**src/rtl/ice_sl_arbiter_pkg.sv**
```systemverilog
// Shared definitions for the slave-bus arbiter: FSM state encoding and width helpers.
package ice_sl_arbiter_pkg;

    typedef enum logic [1:0] {
        ST_IDLE  = 2'd0,
        ST_GRANT = 2'd1,
        ST_GAP   = 2'd2
    } arb_state_t;

    // A single requester still needs a one-bit id field.
    function automatic int grant_id_width(input int num_dev);
        return (num_dev > 1) ? $clog2(num_dev) : 1;
    endfunction

    function automatic int hold_cnt_width(input int hold_timeout);
        return $clog2(hold_timeout) + 1;
    endfunction

endpackage

```
**src/rtl/ice_sl_arbiter_rr_pick.sv**
```systemverilog
// Combinational round-robin pick: first eligible index at or after rr_ptr, wrapping.
module ice_sl_arbiter_rr_pick
    import ice_sl_arbiter_pkg::*;
#(
    parameter int NUM_DEV = 7,
    parameter int ID_W    = grant_id_width(NUM_DEV)
) (
    input  logic [NUM_DEV-1:0] eligible,
    input  logic [ID_W-1:0]    rr_ptr,
    output logic [NUM_DEV-1:0] pick_onehot,
    output logic [ID_W-1:0]    pick_id,
    output logic               pick_valid
);

    logic [NUM_DEV-1:0] upper;
    logic [NUM_DEV-1:0] search;

    genvar gi;
    generate
        for (gi = 0; gi < NUM_DEV; gi++) begin : g_upper
            assign upper[gi] = eligible[gi] & (ID_W'(gi) >= rr_ptr);
        end
    endgenerate

    // Nothing at or above the pointer means the search wraps to index 0.
    assign search     = (|upper) ? upper : eligible;
    assign pick_valid = |eligible;

    always_comb begin
        pick_onehot = '0;
        pick_id     = '0;
        for (int i = NUM_DEV - 1; i >= 0; i--) begin
            if (search[i]) begin
                pick_onehot    = '0;
                pick_onehot[i] = 1'b1;
                pick_id        = ID_W'(i);
            end
        end
    end

endmodule

```
**src/rtl/ice_sl_arbiter.sv**
```systemverilog
// Slave-bus arbiter: round-robin grants with hold timeout, per-requester lockout and inter-grant gap.
module ice_sl_arbiter
    import ice_sl_arbiter_pkg::*;
#(
    parameter int NUM_DEV      = 7,
    parameter int HOLD_TIMEOUT = 4096,
    parameter int GAP_CYCLES   = 1
) (
    input  logic                               clk,
    input  logic                               reset,
    input  logic                               arb_enable,
    input  logic [NUM_DEV-1:0]                 sl_arb_request,
    output logic [NUM_DEV-1:0]                 sl_arb_grant,
    output logic                               grant_valid,
    output logic [grant_id_width(NUM_DEV)-1:0] grant_id,
    output logic                               timeout_evt,
    output logic [NUM_DEV-1:0]                 lockout
);

    localparam int ID_W    = grant_id_width(NUM_DEV);
    localparam int HC_W    = hold_cnt_width(HOLD_TIMEOUT);
    localparam int GAP_EFF = (GAP_CYCLES < 1) ? 1 : GAP_CYCLES;
    localparam int GC_W    = $clog2(GAP_EFF + 1);

    localparam logic [HC_W-1:0] HOLD_LAST = HC_W'(HOLD_TIMEOUT - 1);
    localparam logic [HC_W-1:0] HOLD_MAX  = '1;
    localparam logic [GC_W-1:0] GAP_LAST  = GC_W'(GAP_EFF - 1);
    localparam logic [ID_W-1:0] LAST_ID   = ID_W'(NUM_DEV - 1);

    arb_state_t         state_reg;
    logic [ID_W-1:0]    rr_ptr_reg;
    logic [HC_W-1:0]    hold_cnt_reg;
    logic [GC_W-1:0]    gap_cnt_reg;

    logic [NUM_DEV-1:0] eligible;
    logic [NUM_DEV-1:0] pick_onehot;
    logic [ID_W-1:0]    pick_id;
    logic               pick_valid;
    logic               owner_req;
    logic [ID_W-1:0]    next_ptr;

    assign eligible  = sl_arb_request & ~lockout;
    assign owner_req = |(sl_arb_request & sl_arb_grant);
    assign next_ptr  = (grant_id == LAST_ID) ? '0 : grant_id + 1'b1;

    ice_sl_arbiter_rr_pick #(
        .NUM_DEV (NUM_DEV),
        .ID_W    (ID_W)
    ) u_rr_pick (
        .eligible    (eligible),
        .rr_ptr      (rr_ptr_reg),
        .pick_onehot (pick_onehot),
        .pick_id     (pick_id),
        .pick_valid  (pick_valid)
    );

    always_ff @(posedge clk or negedge reset) begin
        if (!reset) begin
            state_reg    <= ST_IDLE;
            rr_ptr_reg   <= '0;
            hold_cnt_reg <= '0;
            gap_cnt_reg  <= '0;
            sl_arb_grant <= '0;
            grant_valid  <= 1'b0;
            grant_id     <= '0;
            timeout_evt  <= 1'b0;
            lockout      <= '0;
        end else begin
            timeout_evt <= 1'b0;
            // A barred requester is released once it has dropped its request.
            lockout     <= lockout & sl_arb_request;

            case (state_reg)
                ST_IDLE: begin
                    if (arb_enable && pick_valid) begin
                        sl_arb_grant <= pick_onehot;
                        grant_valid  <= 1'b1;
                        grant_id     <= pick_id;
                        hold_cnt_reg <= '0;
                        state_reg    <= ST_GRANT;
                    end
                end

                ST_GRANT: begin
                    if (!owner_req || hold_cnt_reg == HOLD_LAST) begin
                        sl_arb_grant <= '0;
                        grant_valid  <= 1'b0;
                        grant_id     <= '0;
                        rr_ptr_reg   <= next_ptr;
                        gap_cnt_reg  <= '0;
                        state_reg    <= ST_GAP;
                        // A drop coinciding with the timeout is an ordinary release.
                        if (owner_req) begin
                            timeout_evt <= 1'b1;
                            lockout     <= (lockout & sl_arb_request) | sl_arb_grant;
                        end
                    end else if (hold_cnt_reg != HOLD_MAX) begin
                        hold_cnt_reg <= hold_cnt_reg + 1'b1;
                    end
                end

                ST_GAP: begin
                    if (gap_cnt_reg == GAP_LAST) begin
                        state_reg <= ST_IDLE;
                    end else begin
                        gap_cnt_reg <= gap_cnt_reg + 1'b1;
                    end
                end

                default: state_reg <= ST_IDLE;
            endcase
        end
    end

endmodule

```
**config.mk**
```make
export PLATFORM = sky130hd
export DESIGN_NAME = ice_sl_arbiter
export DESIGN_NICKNAME = d
export VERILOG_FILES = /design/src/rtl/ice_sl_arbiter_pkg.sv /design/src/rtl/ice_sl_arbiter_rr_pick.sv /design/src/rtl/ice_sl_arbiter.sv
export SDC_FILE = /design/constraint.sdc
export NUM_CORES = 1
export LEC_CHECK = 0
export ABC_CLOCK_PERIOD_IN_PS = 2300
export BUFFER_PORTS_ARGS = -buffer_cell sky130_fd_sc_hd__buf_2
export CAP_MARGIN = 30
export CORE_MARGIN = 10
export CORE_UTILIZATION = 45
export DETAILED_ROUTE_END_ITERATION = 10
export PLACE_DENSITY = 0.65
export SETUP_SLACK_MARGIN = 0.02
export SLEW_MARGIN = 15
export SYNTH_ARGS = -nofsm -noshare
export SYNTH_HDL_FRONTEND = slang
export SYNTH_SLANG_ARGS = --single-unit
export TNS_END_PERCENT = 50
```
**constraint.sdc**
```tcl
create_clock -name clk -period 2.3 [get_ports clk]
set_clock_uncertainty 0.05 [all_clocks]
set_input_delay 0.345 -clock clk [delete_from_list [all_inputs] [get_ports clk]]
set_output_delay 0.345 -clock clk [all_outputs]
set_load 0.02 [all_outputs]
```
==> run summary, run 1 <==
### Finish
• count of nets after finishing: 239
• number of flip-flops in the largest register: 13
• diodes inserted: 0
• Layout area overhead: 14.95%
• layout cells sized above 1: 27.63%
• Seq. cell area: 925.9 sq um
• Layout fillers: 387
• footprint of the multi-input gates: 1050 sq um

### Routing
• Final Routed Wirelength: 4666 um
• number of nets with antenna violations after routing: 0
• remaining routing DRC violations: 0
• drt first-iter violations: 111
• total via count after detailed routing: 1592
• Via-to-Cell Ratio: 5.686
• routed wire length per instance: 16.66 um
• length of the first detailed-routing pass in iterations: 4

### STA
• post-route fraction of the period consumed by the critical path: 89.45%
• final worst path period need: 2.057 ns
• final setup fails: 0
• unrepaired setup endpoints after global routing: false
• Fin Hold WS: 0.08869 ns
• Slew Limit Headroom: 47.05%
• setup_tns: 0 ns
• final max-slew violation count: 0
• final hold violations: 0
• worst slew pin tran: 0.7942 ns
• top achievable clock speed: 0.4861 GHz

### Setup path
• data arrival time of the worst path: 2.22 ns
• maximum net fanout on the critical path: 14
• Crit path top cell by count: a21oi_1
• critical path class: reg2reg
• startpoint class of the critical path: flip-flop
• kind of cell adding the most delay to the critical path: compound AO/OA/AOI/OAI gates
• worst path cell trace: and4_4 > nand4_4 > o211ai_2 > a21oi_1 > a21bo_1 > a21oi_1
• Worst path max stage delay: 0.51 ns
• master of the slowest instance on the critical path: o211ai_2
• Critical path buffers and inverters: 0
• Critical Path RT: 2.46 ns
• critical path capture point type: flip-flop

### Clock network
• buffer depth of the longest clock path: 2
• Num CTS Buffers: 5
• post-cts repair resize count: 0
• level count of the clock H-tree: 2
• root buf cell: clkbuf_8
• # Post-CTS Setup Buffers: 0
• insertion delay of the later-clocked pin in the worst-skew pair: 0.28 ns
• clk slew on worst S/H paths: 0.07 ns
• CTS tree: yes
• hold-fix buffers at CTS: 0
• clk sinks: 37

### Die
• area of the die: 7657 sq um
• Vert. Die Dim: 87.51 um
• floorplan row count: 24
• I/O pin count: 29
• area of the placeable core: 4384 sq um
• initial core utilization: 46.78%
• Die Width: 87.51 um

### Placement
• port bufs: 28
• HPWL after detailed placement: 3557 um
• final weighted congestion of routability-driven global placement: 0.8401

### Global route
• GR Util All Layers: 12.76%
• GRT Residual Overflow: 0
• wire length of the first global-routing pass: 7866 um
• largest net degree at the start of global routing: 38
• initial antenna violation count: 0
• vias in the first global route: 1629

### Min path
• Tightest Hold Check Type: in2async

### Yosys
• Post-Synthesis Cells: 192
• Net Count, Synth: 203
• most area-hungry cell type in the Yosys netlist: dfrtp_1
• sequential share of the synthesized area: 45.15%
• flops & latches, synth: 37
• Avg Synthesized Cell Area: 10.68 sq um
• Cell Area, Synth: 2051 sq um
• post-synthesis async set-or-reset flop share: 100.0%
• total of warnings raised by yosys: 0
• leading post-synthesis cells by cell area: dfrtp_1 (45%), a22o_1 (6.0%), xnor2_1 (3.4%)
• fraction of synthesized cell area taken by the top area cell type: 45.15%
• number of flops mapped to enable cells by yosys: 0
• library cells used by synthesis: 59
• commonest register cell after synthesis: dfrtp_1

### Power and ir drop
• leak pwr: 1.079 nW
• maximum VDD drop: 625.7 uV
• Pwr Total: 2.430 mW
• PwrDens: 1031 nW/um^2

### Flow run
• max-cap viol count: 0

### Status
• status: complete, no violations

-- worst paths after layout --
| kind | startpoint | to | slack (ns) | depth (start not counted) |
|---|---|---|---|---|
| worst min register to register | grant_valid | grant_valid | 0.43 | 2 |
| max in group asynchronous | reset | rr_ptr_reg[1] | 1.60 | 1 |
| worst min-delay path | reset | lockout[5] | 0.09 | 1 |
| worst max-delay path | hold_cnt_reg[4] | hold_cnt_reg[8] | 0.24 | 6 |
| worst max register to register | hold_cnt_reg[4] | hold_cnt_reg[8] | 0.24 | 6 |
| min in group clk | sl_arb_request[3] | lockout[3] | 0.26 | 2 |
-- worst register-to-register path, stage by stage, from the launching register on --
cell	delay, ns
dfrtp_1	0.43
and4_4	0.29
nand4_4	0.15
o211ai_2	0.51
a21oi_1	0.23
a21bo_1	0.23
a21oi_1	0.11
-- final cells by class --
class	count	area share, %
Timing Repair Buffer	36	8.493
Sequential cell	37	39.28
Clock buffer	6	3.503
Tap cell	52	2.760
Inverter	7	1.115
Multi-Input combinational cell	141	44.53
Clock inverter	1	0.3185
-- routing by layer --
| metal | GRT usage, % | vias to the layer above | wire length (um) |
|---|---|---|---|
| li1 | - | 789 | - |
| met1 | 18.39 | 754 | 2408 |
| met2 | 17.13 | 43 | 1835 |
| met3 | 4.682 | 6 | 373 |
| met4 | 3.913 | 0 | 48 |
| met5 | 0 | - | 0 |
-- power breakdown --
group          internal, mW  switching (mW)  total (mW)  leakage, nW
logic                 0.423           0.627        1.05        0.536
clock network         0.237           0.216       0.453       0.0433
registers             0.780           0.148       0.927        0.500
total                  1.44           0.991        2.43         1.08
-- cell usage in the layout, fill, tap and decap left out, drive strengths merged, types with 2 or more instances in the layout --
cell type and count:
o21a 2, and2 2, a21oi 9, a211oi 9, nand3 11, nor3 2, o211ai 2, nand2 11
dfrtp 37, nor2b 4, mux2i 2, a22oi 2, a22o 14, clkbuf 6, xnor2 8, nand4 3
a21o 4, o22ai 2, or2b 4, o31ai 2, nand2b 4, nor2 13, o21ai 9, buf 36
or3 2, a211o 2, inv 7
-- cells in the mapped netlist, types with 2 or more instances --
master,n
nand3_1,9
nand2b_1,4
a21o_1,3
o21ai_0,6
nor2b_1,4
xnor2_1,8
a22oi_1,2
o22ai_1,2
inv_1,7
a21oi_1,9
a211oi_1,8
and2_1,2
nand2_1,10
o21ai_2,2
nor2_1,13
mux2i_1,2
nand4_1,2
a211o_2,2
or2b_1,4
a22o_1,14
o21a_1,2
buf_6,2
buf_2,3
dfrtp_1,37
-- logic make-up (layout without fill, tap and decap cells) --
group	Yosys count	in the layout	share of synthesized area [%]
AND/OR/NAND/NOR	62	62	18.98
XOR/XNOR	8	8	3.417
adder cells (fa/ha/maj)	1	1	0.6100
flip-flops	37	37	45.15
multiplexers	2	2	0.9762
AO/OA/AOI/OAI	68	68	27.21
buffers and inverters	14	50	3.661
-- per-stage QoR --
stage               cells  setup WS, ns  cell area (sq um)  util, %
finish                280        0.2427               2357    53.77
global route          280       0.08189               2357    53.77
CTS                   280        0.2544               2357    53.77
detailed placement    273        0.2672               2267    51.71
global placement      273        0.2718               2267    51.71
floorplan             192        0.4154               2051        -
(Power assumes the default switching activity.)
==> run 2: changes to the inputs <==
Settings changed: BUFFER_PORTS_ARGS -buffer_cell sky130_fd_sc_hd__buf_2 to not set, DONT_BUFFER_PORTS set to 1, PLACE_DENSITY 0.65 to not set.
==> run 2 against run 1 <==
  * Worst setup slack worse by 0.086 ns
  * Clock power down 2%
  * Sequential power up 9%
  * Hold slack better by 0.060 ns
  * Maximum frequency down 4.0%
  * Die area unchanged
  * Clock-buffer cell count down 1
  * Design area down 4.1%
  * Routed wire length up 6.4%
  * Flip-flop and latch count unchanged
  * Sequential share of layout area up 1.7 points
  * Non-clock buffer count down 24
  * Largest power group is now sequential cells
==> run summary, run 2 (synthesis gave the netlist of run 1 again) <==
### Routing
• Final Routed Wirelength: 4965 um
• drt first-iter violations: 110
• routed wire length per instance: 19.24 um
• number of nets with antenna violations after routing: 0
• Via-to-Cell Ratio: 6.120
• length of the first detailed-routing pass in iterations: 4
• remaining routing DRC violations: 0
• total via count after detailed routing: 1579

### Setup path
• data arrival time of the worst path: 2.31 ns
• critical path capture point type: flip-flop
• master of the slowest instance on the critical path: dfrtp_1
• startpoint class of the critical path: flip-flop
• Worst path max stage delay: 0.53 ns
• beginning of the critical path: rr_ptr_reg[2]
• logic depth of the worst path, buffers included: 6
• worst-case reg-to-reg path depth: 6
• worst path cell trace: or2_4 > or3_4 > nand3_4 > a21boi_1 > a211oi_4 > a32o_1
• Critical Path RT: 2.47 ns
• critical path class: reg2reg
• startpoint of the most critical register-to-register path: rr_ptr_reg[2]
• Critical path buffers and inverters: 0
• kind of cell adding the most delay to the critical path: simple AND/OR/NAND/NOR gates
• maximum net fanout on the critical path: 13

### Finish
• Layout area overhead: 10.25%
• number of flip-flops in the largest register: 13
• most frequent standard cell in the layout excluding fill and tap cells: dfrtp_1
• layout cells sized above 1: 19.02%
• number of standard cells in the layout, taps in and fillers out: 258
• commonest non-fill, non-tap cells in the layout: dfrtp_1 (37), a22o_1 (14), nor2_1 (13)
• count of nets after finishing: 215

### STA
• worst slew pin tran: 0.5237 ns
• post-route fraction of the period consumed by the critical path: 93.21%
• final setup fails: 0
• final hold violations: 0
• final worst path period need: 2.144 ns
• final max-slew violation count: 0
• Slew Limit Headroom: 65.01%
• top achievable clock speed: 0.4665 GHz
• unrepaired setup endpoints after global routing: false
• setup_tns: 0 ns
• Fin Hold WS: 0.1490 ns

### Global route
• wire length of the first global-routing pass: 8424 um
• initial antenna violation count: 1
• GRT Residual Overflow: 0
• vias in the first global route: 1617
• largest net degree at the start of global routing: 38
• GR Util All Layers: 13.75%

### Die
• I/O pin count: 29
• Die Width: 87.51 um
• area of the die: 7657 sq um
• Vert. Die Dim: 87.51 um
• area of the placeable core: 4384 sq um
• floorplan row count: 24
• initial core utilization: 46.78%

### Placement
• HPWL after detailed placement: 3798 um
• number of cells after detailed placement: 247
• final weighted congestion of routability-driven global placement: 0.8267
• port bufs: 0

### Min path
• beginning of the worst hold path: sl_arb_request[0]
• Tightest Hold Check Type: in2reg
• number of cells on the worst hold path: 1

### Power and ir drop
• leak pwr: 0.9720 nW
• PwrDens: 1029 nW/um^2
• maximum VDD drop: 489.4 uV

### Clock network
• post-cts repair resize count: 0
• clk sinks: 37
• level count of the clock H-tree: 2
• clk slew on worst S/H paths: 0.08 ns
• buffer depth of the longest clock path: 2
• insertion delay of the later-clocked pin in the worst-skew pair: 0.28 ns
• root buf cell: clkbuf_8
• Num CTS Buffers: 5
• CTS tree: yes

### Status
• status: complete, no violations

### Flow run
• max-cap viol count: 0

==> run 2: cell count changes in the layout (fill, tap and decap cells not counted), sizes merged <==
cell         change
clkinv           +2
dlygate4sd3      +1
clkbuf           -1
diode            +1
buf             -25
==> run 2: path summary, 6_finish.rpt <==
kind                                        end  slack [ns]
worst max register to register  sl_arb_grant[6]        0.16
max in group asynchronous           grant_valid        1.52
min in group asynchronous       sl_arb_grant[3]        0.49
worst max-delay path            sl_arb_grant[6]        0.16
worst min-delay path                 lockout[0]        0.15
worst min register to register  hold_cnt_reg[7]        0.51
==> run 2: area by class of cell <==
type / instances / area [sq um]
Clock inverter: 3 / 17.52
Multi-Input combinational cell: 141 / 1050
Antenna cell: 1 / 2.502
Clock buffer: 5 / 68.82
Timing Repair Buffer: 12 / 105.1
Tap cell: 52 / 65.06
Sequential cell: 37 / 925.9
Fill cell: 412 / 2123
Inverter: 7 / 26.28
==> run 2: layer usage <==
layer | routed length, um | track usage (%) | part of all wire [%] | vias up
met3 | 557 | 5.805 | 11 | 9
li1 | - | - | - | 742
met4 | 76 | 3.913 | 1.5 | 0
met2 | 2037 | 19.31 | 41 | 57
met1 | 2294 | 18.74 | 46 | 771
met5 | 0 | 0 | 0 | -
==> run 2: what timing repair did <==
action	4_1_cts	5_1_grt
setup buffers	0	0
hold buffers	2	0
hold endpoints to repair	37	0
==> run 2: metrics by stage <==
stage	setup WS, ns	utilization, %	power, mW	instance area (sq um)
finish	0.1562	51.57	2.326	2261
global route	0.03768	51.57	2.492	2261
CTS	0.1889	51.51	2.343	2258
detailed placement	0.2185	48.86	1.874	2142
global placement	0.2527	48.86	1.831	2142
floorplan	0.4154	-	1.682	2051
==> run 2: power breakdown <==
group	internal [mW]	switching [mW]
logic	0.352	0.514
clock network	0.209	0.236
registers	0.777	0.238
==> run 2: worst reg2reg max path, delay by kind of cell, from the launching register on <==
kind            cells  cell delay [ns]
simple gates        3             0.82
compound gates      3             0.69
flops               1             0.53
==> run 3: changes to the inputs <==
Settings changed: MAX_ROUTING_LAYER set to met4, REMOVE_ABC_BUFFERS set to 1.
==> run 3 against run 2 <==
  * Maximum frequency is 3.4% higher
  * Clock-buffer cell count grew 2
  * Register-to-register slack improved by 0.07 ns
  * Utilization rose by 1.1 points
  * Flip-flop and latch count is the same
  * First-iteration DRC count increased by 59%
  * Sequential power about the same
  * Cell count up 0.39%
  * Non-clock buffer count grew 1
  * Largest power group unchanged
==> run summary, run 3 (synthesis gave the netlist of run 1 again) <==
### Status
• status: complete, no violations

### Finish
• Layout area overhead: 12.51%
• most frequent standard cell in the layout excluding fill and tap cells: dfrtp_1
• layout cells sized above 1: 18.93%
• commonest non-fill, non-tap cells in the layout: dfrtp_1 (37), a22o_1 (14), nor2_1 (13)
• number of standard cells in the layout, taps in and fillers out: 259
• share of the core filled with cells: 52.63%
• count of nets after finishing: 216
• number of flip-flops in the largest register: 13
• post-route cell area: 2307 sq um

### Die
• Vert. Die Dim: 87.51 um
• area of the die: 7657 sq um
• Die Width: 87.51 um
• initial core utilization: 46.78%
• area of the placeable core: 4384 sq um
• I/O pin count: 29
• floorplan row count: 24

### Setup path
• startpoint class of the critical path: flip-flop
• worst path cell trace: or2_4 > or3_4 > nand3_4 > a21boi_1 > a211oi_4 > a32o_1
• critical path capture point type: flip-flop
• critical path class: reg2reg
• master of the slowest instance on the critical path: dfrtp_1
• data arrival time of the worst path: 2.25 ns
• maximum net fanout on the critical path: 13
• Worst path max stage delay: 0.51 ns
• Critical Path RT: 2.48 ns

### Placement
• number of cells after detailed placement: 248
• final weighted congestion of routability-driven global placement: 0.8329
• HPWL after detailed placement: 3730 um
• port bufs: 0
• placed instance area: 2150 sq um

### Routing
• total via count after detailed routing: 1554
• length of the first detailed-routing pass in iterations: 4
• Final Routed Wirelength: 4894 um
• routed wire length per instance: 18.90 um
• remaining routing DRC violations: 0
• number of nets with antenna violations after routing: 0
• detailed route wirelength on metal2: 1994 um
• routed length on met3: 485 um
• drt first-iter violations: 175
• met1 WL: 2385 um
• uppermost signal routing layer after detailed routing: met4
• Via-to-Cell Ratio: 6.000

### STA
• final setup fails: 0
• final hold violations: 0
• worst slew pin tran: 0.4761 ns
• setup_tns: 0 ns
• post-route fraction of the period consumed by the critical path: 90.14%
• top achievable clock speed: 0.4824 GHz
• final worst path period need: 2.073 ns
• final max-slew violation count: 0
• Fin Hold WS: 0.1420 ns
• Slew Limit Headroom: 68.19%
• unrepaired setup endpoints after global routing: false

### Clock network
• insertion delay of the later-clocked pin in the worst-skew pair: 0.29 ns
• clk slew on worst S/H paths: 0.07 ns
• Num CTS Buffers: 5
• clk sinks: 37
• root buf cell: clkbuf_8
• CTS tree: yes
• # Post-CTS Setup Buffers: 0
• level count of the clock H-tree: 2
• buffer depth of the longest clock path: 2

### Global route
• largest net degree at the start of global routing: 38
• vias in the first global route: 1503
• GRT Residual Overflow: 0
• wire length of the first global-routing pass: 8017 um
• GR Util All Layers: 13.60%
• initial antenna violation count: 1

### Min path
• Tightest Hold Check Type: in2reg

### Power and ir drop
• PwrDens: 1084 nW/um^2
• maximum VDD drop: 534.6 uV
• leak pwr: 0.9924 nW

### Flow run
• max-cap viol count: 0

[run 3: changes by cell type in the layout (fill, tap and decap cells not counted), sizes merged]
cell,delta
clkbuf,+2
clkinv,-2
buf,+1
bufinv,+1
clkinvlp,-1
[run 3: stage by stage]
stage               total power, mW  setup slack [ns]
detailed placement            1.901            0.1969
global route                  2.672            0.1013
finish                        2.501            0.2268
floorplan                     1.608            0.3149
global placement              1.882            0.2679
CTS                           2.507            0.1790
[run 3: cell type report]
| cell class | instances | area [sq um] |
|---|---|---|
| Fill cell | 384 | 2077 |
| Multi-Input combinational cell | 141 | 1059 |
| Sequential cell | 37 | 925.9 |
| Timing Repair Buffer | 13 | 112.6 |
| Clock buffer | 7 | 86.33 |
| Tap cell | 52 | 65.06 |
| Clock inverter | 1 | 30.03 |
| Inverter | 7 | 26.28 |
| Antenna cell | 1 | 2.502 |
[run 3: where the power goes]
| part | internal [mW] | switching (mW) |
|---|---|---|
| registers | 0.778 | 0.239 |
| clock network | 0.353 | 0.222 |
| logic | 0.381 | 0.529 |
[run 3: worst max-delay path: cells and delay by family (launching register included)]
family / cells / cell delay (ns)
AND/OR/NAND/NOR: 3 / 0.79
AO/OA/AOI/OAI: 3 / 0.66
flip-flops: 1 / 0.51
[run 3: final timing paths]
kind / slack (ns) / depth (start not counted) / start / end
worst min register to register: 0.51 / 2 / hold_cnt_reg[7] / hold_cnt_reg[7]
worst max-delay path: 0.23 / 6 / rr_ptr_reg[2] / sl_arb_grant[6]
worst min-delay path: 0.14 / 1 / sl_arb_request[2] / lockout[2]
min in group asynchronous: 0.46 / 2 / reset / lockout[2]
worst max register to register: 0.23 / 6 / rr_ptr_reg[2] / sl_arb_grant[6]
max in group asynchronous: 1.55 / 2 / reset / rr_ptr_reg[2]
[run 3: per-layer routing]
metal	vias up	GRT usage [%]
li1	747	-
met1	750	18.75
met2	53	18.12
met3	4	5.337
met4	0	3.043
met5	-	-
[run 3: what timing repair did]
action,4_1_cts,5_1_grt
endpoints found under the hold margin,37,0
resized for setup,0,1
hold buffers,2,0
setup endpoints to repair,0,1
